File: config.mk
export PLATFORM = sky130hd
export DESIGN_NAME = vga_scan_driver
export DESIGN_NICKNAME = d
export VERILOG_FILES = /design/src/rtl/vga_scan_driver.sv
export SDC_FILE = /design/constraint.sdc
export NUM_CORES = 1
export LEC_CHECK = 0
export CAP_MARGIN = 0
export CORE_ASPECT_RATIO = 1.1
export CORE_MARGIN = 1
export CORE_UTILIZATION = 44
export DETAILED_ROUTE_END_ITERATION = 10
export GPL_ROUTABILITY_DRIVEN = 0
export GPL_TIMING_DRIVEN = 0
export PLACE_DENSITY = 0.9
export SLEW_MARGIN = 20
export SYNTH_ARGS = -nofsm -noshare
export SYNTH_HDL_FRONTEND = slang
export SYNTH_SLANG_ARGS = --single-unit
File: constraint.sdc
create_clock -name Clk -period 2.2 [get_ports Clk]
set_input_delay 0.33 -clock Clk [delete_from_list [all_inputs] [get_ports Clk]]
set_output_delay 0.33 -clock Clk [all_outputs]
set_load 0.005 [all_outputs]
File: src/rtl/vga_scan_driver.sv
// Raster timing generator and registered pixel output stage for a VGA DAC.
// Scans DrawX/DrawY, samples the returned colour, and aligns sync/blank/colour to one pixel.
module vga_scan_driver #(
  parameter int unsigned H_VISIBLE = 640,
  parameter int unsigned H_FRONT   = 16,
  parameter int unsigned H_SYNC    = 96,
  parameter int unsigned H_BACK    = 48,
  parameter int unsigned V_VISIBLE = 480,
  parameter int unsigned V_FRONT   = 10,
  parameter int unsigned V_SYNC    = 2,
  parameter int unsigned V_BACK    = 33,
  parameter int unsigned CLK_DIV   = 2
) (
  input  logic       Clk,
  input  logic       Reset,
  input  logic [7:0] Red_in,
  input  logic [7:0] Green_in,
  input  logic [7:0] Blue_in,
  output logic [9:0] DrawX,
  output logic [9:0] DrawY,
  output logic       VGA_CLK,
  output logic       VGA_HS,
  output logic       VGA_VS,
  output logic       VGA_BLANK_N,
  output logic       VGA_SYNC_N,
  output logic [7:0] VGA_R,
  output logic [7:0] VGA_G,
  output logic [7:0] VGA_B,
  output logic       frame_start,
  output logic       vblank_tick
);

  localparam int unsigned CW       = 10;
  localparam int unsigned DIV_W    = (CLK_DIV > 1) ? $clog2(CLK_DIV) : 1;
  localparam int unsigned H_TOTAL  = H_VISIBLE + H_FRONT + H_SYNC + H_BACK;
  localparam int unsigned V_TOTAL  = V_VISIBLE + V_FRONT + V_SYNC + V_BACK;
  localparam int unsigned HS_START = H_VISIBLE + H_FRONT;
  localparam int unsigned HS_END   = HS_START + H_SYNC;
  localparam int unsigned VS_START = V_VISIBLE + V_FRONT;
  localparam int unsigned VS_END   = VS_START + V_SYNC;

  logic [DIV_W-1:0] div_q, div_d;
  logic [CW-1:0]    h_q, h_d;
  logic [CW-1:0]    v_q, v_d;
  logic             vclk_q, vclk_d;
  logic             hs_q, hs_d;
  logic             vs_q, vs_d;
  logic             blank_n_q, blank_n_d;
  logic [7:0]       r_q, r_d;
  logic [7:0]       g_q, g_d;
  logic [7:0]       b_q, b_d;
  logic             fs_q, fs_d;
  logic             vb_q, vb_d;

  logic pix_en;
  logic h_wrap;
  logic v_wrap;
  logic active;

  assign pix_en = (div_q == DIV_W'(CLK_DIV - 1));
  assign h_wrap = (h_q == CW'(H_TOTAL - 1));
  assign v_wrap = (v_q == CW'(V_TOTAL - 1));
  assign active = (h_q < CW'(H_VISIBLE)) && (v_q < CW'(V_VISIBLE));

  // Next-state: divider always runs; counters and output stage advance on pix_en only.
  always_comb begin
    div_d     = pix_en ? '0 : div_q + DIV_W'(1);
    vclk_d    = (div_d >= DIV_W'(CLK_DIV / 2));
    h_d       = h_q;
    v_d       = v_q;
    hs_d      = hs_q;
    vs_d      = vs_q;
    blank_n_d = blank_n_q;
    r_d       = r_q;
    g_d       = g_q;
    b_d       = b_q;
    fs_d      = 1'b0;
    vb_d      = 1'b0;
    if (pix_en) begin
      h_d = h_wrap ? '0 : h_q + CW'(1);
      if (h_wrap) begin
        v_d = v_wrap ? '0 : v_q + CW'(1);
      end
      // Output stage reflects the pre-increment position: one pixel behind DrawX/DrawY.
      blank_n_d = active;
      r_d       = active ? Red_in   : 8'h00;
      g_d       = active ? Green_in : 8'h00;
      b_d       = active ? Blue_in  : 8'h00;
      hs_d      = !((h_q >= CW'(HS_START)) && (h_q < CW'(HS_END)));
      vs_d      = !((v_q >= CW'(VS_START)) && (v_q < CW'(VS_END)));
      fs_d      = h_wrap && v_wrap;
      vb_d      = h_wrap && (v_q == CW'(V_VISIBLE - 1));
    end
  end

  always_ff @(posedge Clk or posedge Reset) begin
    if (Reset) begin
      div_q     <= '0;
      h_q       <= '0;
      v_q       <= '0;
      vclk_q    <= 1'b0;
      hs_q      <= 1'b1;
      vs_q      <= 1'b1;
      blank_n_q <= 1'b0;
      r_q       <= '0;
      g_q       <= '0;
      b_q       <= '0;
      fs_q      <= 1'b0;
      vb_q      <= 1'b0;
    end else begin
      div_q     <= div_d;
      h_q       <= h_d;
      v_q       <= v_d;
      vclk_q    <= vclk_d;
      hs_q      <= hs_d;
      vs_q      <= vs_d;
      blank_n_q <= blank_n_d;
      r_q       <= r_d;
      g_q       <= g_d;
      b_q       <= b_d;
      fs_q      <= fs_d;
      vb_q      <= vb_d;
    end
  end

  assign DrawX       = h_q;
  assign DrawY       = v_q;
  assign VGA_CLK     = vclk_q;
  assign VGA_HS      = hs_q;
  assign VGA_VS      = vs_q;
  assign VGA_BLANK_N = blank_n_q;
  assign VGA_SYNC_N  = 1'b0;
  assign VGA_R       = r_q;
  assign VGA_G       = g_q;
  assign VGA_B       = b_q;
  assign frame_start = fs_q;
  assign vblank_tick = vb_q;

endmodule
==> flow_results.org <==
** STA
- Final-report max-slew violation count :: 0
- Final setup vio count :: 0
- Setup repair after global routing left no endpoint under its margin.
- Of the available clock period, the critical path in the final layout requires 0.9126.
- Peak Freq :: 498.1 MHz
- Final worst path period need :: 2008 ps
- Final Hold Vio Count :: 0
- For the pin with the worst max-slew slack, the measured transition is 522.0 ps.
- Once routing completed, OpenROAD measured the worst setup slack at 192.3 ps.
- Worst clock skew :: 6.628 ps
- Worst relative slew slack :: 0.6515
- The tightest hold path in the finished design has a slack of 372.0 ps.
- Final-layout setup total negative slack :: 0 ps

** Worst setup path
- Nature of the critical path startpoint :: flip-flop
- Of all nets on the critical path, the largest fanout is 10.
- Worst setup path class :: flip-flop to flip-flop
- Arrival @ worst endpoint :: 2230 ps
- At the worst endpoint, the required time is 2420 ps.
- Critical path endpoint category :: flip-flop
- The number of cells on the worst reg-to-reg path is 6.

** Drt
- Total iterations of the first detailed-routing run :: 4
- After detailed routing, the number of remaining DRC violations is 0.
- Overall routed net length :: 4851 um
- For this block, the initial DRC count from the detailed router was 100.
- The routed layout has 1833 vias.
- ANT nets after route :: 0
- Post-DR wirelength/cell :: 14.88 um
- Via count normalized by instance count :: 5.623

** Global routing
- Entering global routing, the biggest net connects 29 pins.
- M2 GR Usage :: 0.3333
- After global routing, the most crowded layer is met2.
- Total gr overflow :: 0
- Global routing usage summed across all routing layers :: 0.2142
- GR Util met3 :: 0.06287
- GR met1 Demand/Resource :: 0.2715
- First-pass GRT wire length :: 8052 um
- The via count of the first global-routing pass came to 1778.
- Antenna violations before repair :: 0

** Placement
- Post-placement setup slack :: 207.5 ps
- The number of placed instances, taps included, is 318.
- Once detailed placement completed, the half-perimeter wirelength came to 3590 um.
- Once placement finished, the instance area stood at 0.003009 mm2.
- In this run the tool buffered the top-level ports with 75 buffer cells.

** Worst hold path
- The path class of the tightest hold or removal check is input pin to async pin.

** Clocking
- No sink is reached through more buffers than the 2 on the longest clock path.
- Post-CTS clock slew at the launch and capture registers of the worst setup and hold paths :: 90 ps
- Number of hold buffers added after CTS :: 0
- Cells resized by post-CTS repair :: 0
- H-tree depth reported by CTS :: 2
- The later pin in the worst-skew pair is clocked with a latency of 310 ps.
- TritonCTS built the clock tree.
- Count of clock tree sinks :: 50
- Once the clock tree was built, the setup fixing pass inserted 0 buffers.
- TritonCTS created 5 clock buffers.
- CTS placed an instance of clkbuf_8 at the clock tree root.

** Synth
- Area share of the largest cell type after synthesis :: 0.5540
- YS warnings :: 0
- Total standard cell area after synthesis :: 0.002168 mm2
- Synth top cells by count :: 48 x dfrtp_1, 26 x a22o_1, 10 x nand2_1, 10 x nor2_1, 8 x o21ai_0
- The netlist uses 40 different library cells.
- Yosys mapped a number of flops with a built-in enable equal to 0.
- The largest total area in the synthesized netlist belongs to dfrtp_1.
- In this run, synthesis produced a sequential element count of 50.
- Synthesized net count :: 216
- Synthesis produced 186 cells.
- Yosys attributes the largest share of cell area to dfrtp_1 55%, a22o_1 11%, dfstp_2 2.4%, ha_1 2.3%, o21ai_0 1.8%.
- Avg Cell Area, Syn :: 11.66 um2
- Flip-flop cell with the highest count after synthesis :: dfrtp_1
- Most common cell in the netlist :: dfrtp_1
- Share of flip-flops with an asynchronous set or reset :: 1.000
- Sequential share of the synthesized area :: 0.5782

** Power and ir drop
- Reported leakage power :: 1.348 nW
- Total power :: 1.745 mW
- Maximum ir drop on the vdd rail :: 0.4393 mV
- Power density over the cells :: 559.0 mW/mm2

** Finish
- Fillcell total :: 358
- The finished layout holds 326 standard cells, fillers aside.
- For this run, the post-layout net count is 299.
- In the final layout, flip-flops and latches occupy 0.001254 mm2.
- Core Util, Final :: 0.6664
- Antenna fix cells :: 0
- Layout overhead on the synthesized area :: 43.97%
- The multi-input combinational cells in the finished layout cover a total of 837.1 um2.
- The finished cells cover 0.003122 mm2.
- Fraction of final layout cells sized beyond drive strength 1 :: 0.08889

** Die
- The floorplan has 26 rows.
- Number of primary I/O pins :: 77
- Chip width :: 68.93 um
- The floorplan step defined a die boundary enclosing 0.005213 mm2.
- Placeable core region :: 0.004684 mm2
- The initial utilization of the core area, before any placement, comes to 0.4629.
- In this run the vertical extent of the chip is 75.63 um.

** Job
- Number of maximum-capacitance constraint violations :: 0

** Status
- Outcome :: finished, final reports clean
metal layers:
layer / up-vias / wire length, um
li1: 849 / -
met1: 902 / 2024
met2: 74 / 2360
met3: 8 / 381
met4: 0 / 85
met5: - / 0
cell families after synthesis:
group	Yosys count	synth area share
compound gates	45	0.1575
flops	50	0.5782
simple gates	56	0.1518
mux	4	0.01962
buf+inv	18	0.03577
fa+ha+maj	4	0.02308
other cells	1	0.001729
xor+xnor	8	0.03231
registers in the layout, indices dropped and copies added, names as in the netlist:
signal	flops
VGA_B	8
VGA_HS	1
VGA_G	8
VGA_BLANK_N	1
VGA_VS	1
vblank_tick	1
frame_start	1
DrawY	10
DrawX	10
div_q	1
VGA_R	8
cells in the final DEF (no fill, tap or decap), types with 3 or more instances in the layout:
| master | count |
|---|---|
| clkdlybuf4s50_1 | 75 |
| dfrtp_1 | 48 |
| a22o_1 | 26 |
| nand2_1 | 10 |
| nor2_1 | 10 |
| o21ai_0 | 8 |
| nand4_1 | 6 |
| clkbuf_1 | 6 |
| inv_1 | 6 |
| nand3_1 | 6 |
| clkbuf_8 | 5 |
| a21oi_1 | 4 |
| xor2_1 | 4 |
| nor3_1 | 4 |
| xnor2_1 | 4 |
| ha_1 | 4 |
| nor4_1 | 3 |
| or4_4 | 3 |
| and3_1 | 3 |
path summary, 6_finish.rpt:
kind	slack, ps	start	endpoint
worst min-delay path	370	Reset	DrawX[0]
max in group asynchronous	1240	Reset	VGA_HS
worst max-delay path	190	DrawX[0]	DrawY[3]
worst min register to register	490	VGA_BLANK_N	VGA_BLANK_N
worst max register to register	190	DrawX[0]	DrawY[3]
min in group Clk	490	VGA_BLANK_N	VGA_BLANK_N
power breakdown:
group	internal [mW]	switching [mW]	total, mW
combinational	0.0944	0.0427	0.137
sequential	0.941	0.0137	0.955
clock	0.341	0.312	0.653
layout make-up:
class | instances | share of cell area
buffer | 10 | 0.01523
multi-input combinational | 118 | 0.2681
clock buffer | 5 | 0.02204
timing repair buffer | 76 | 0.2469
inverter | 8 | 0.009619
sequential | 50 | 0.4016
clock inverter | 3 | 0.01403
tap | 56 | 0.02244
critical path: stages, from the launching register on:
cell and delay [ps]:
dfrtp_1 460, ha_1 250, nand4b_1 140, or4_4 430
buf_4 180, or3_1 360, o21ai_0 90
No activity file was read; power rests on OpenSTA's default activity.
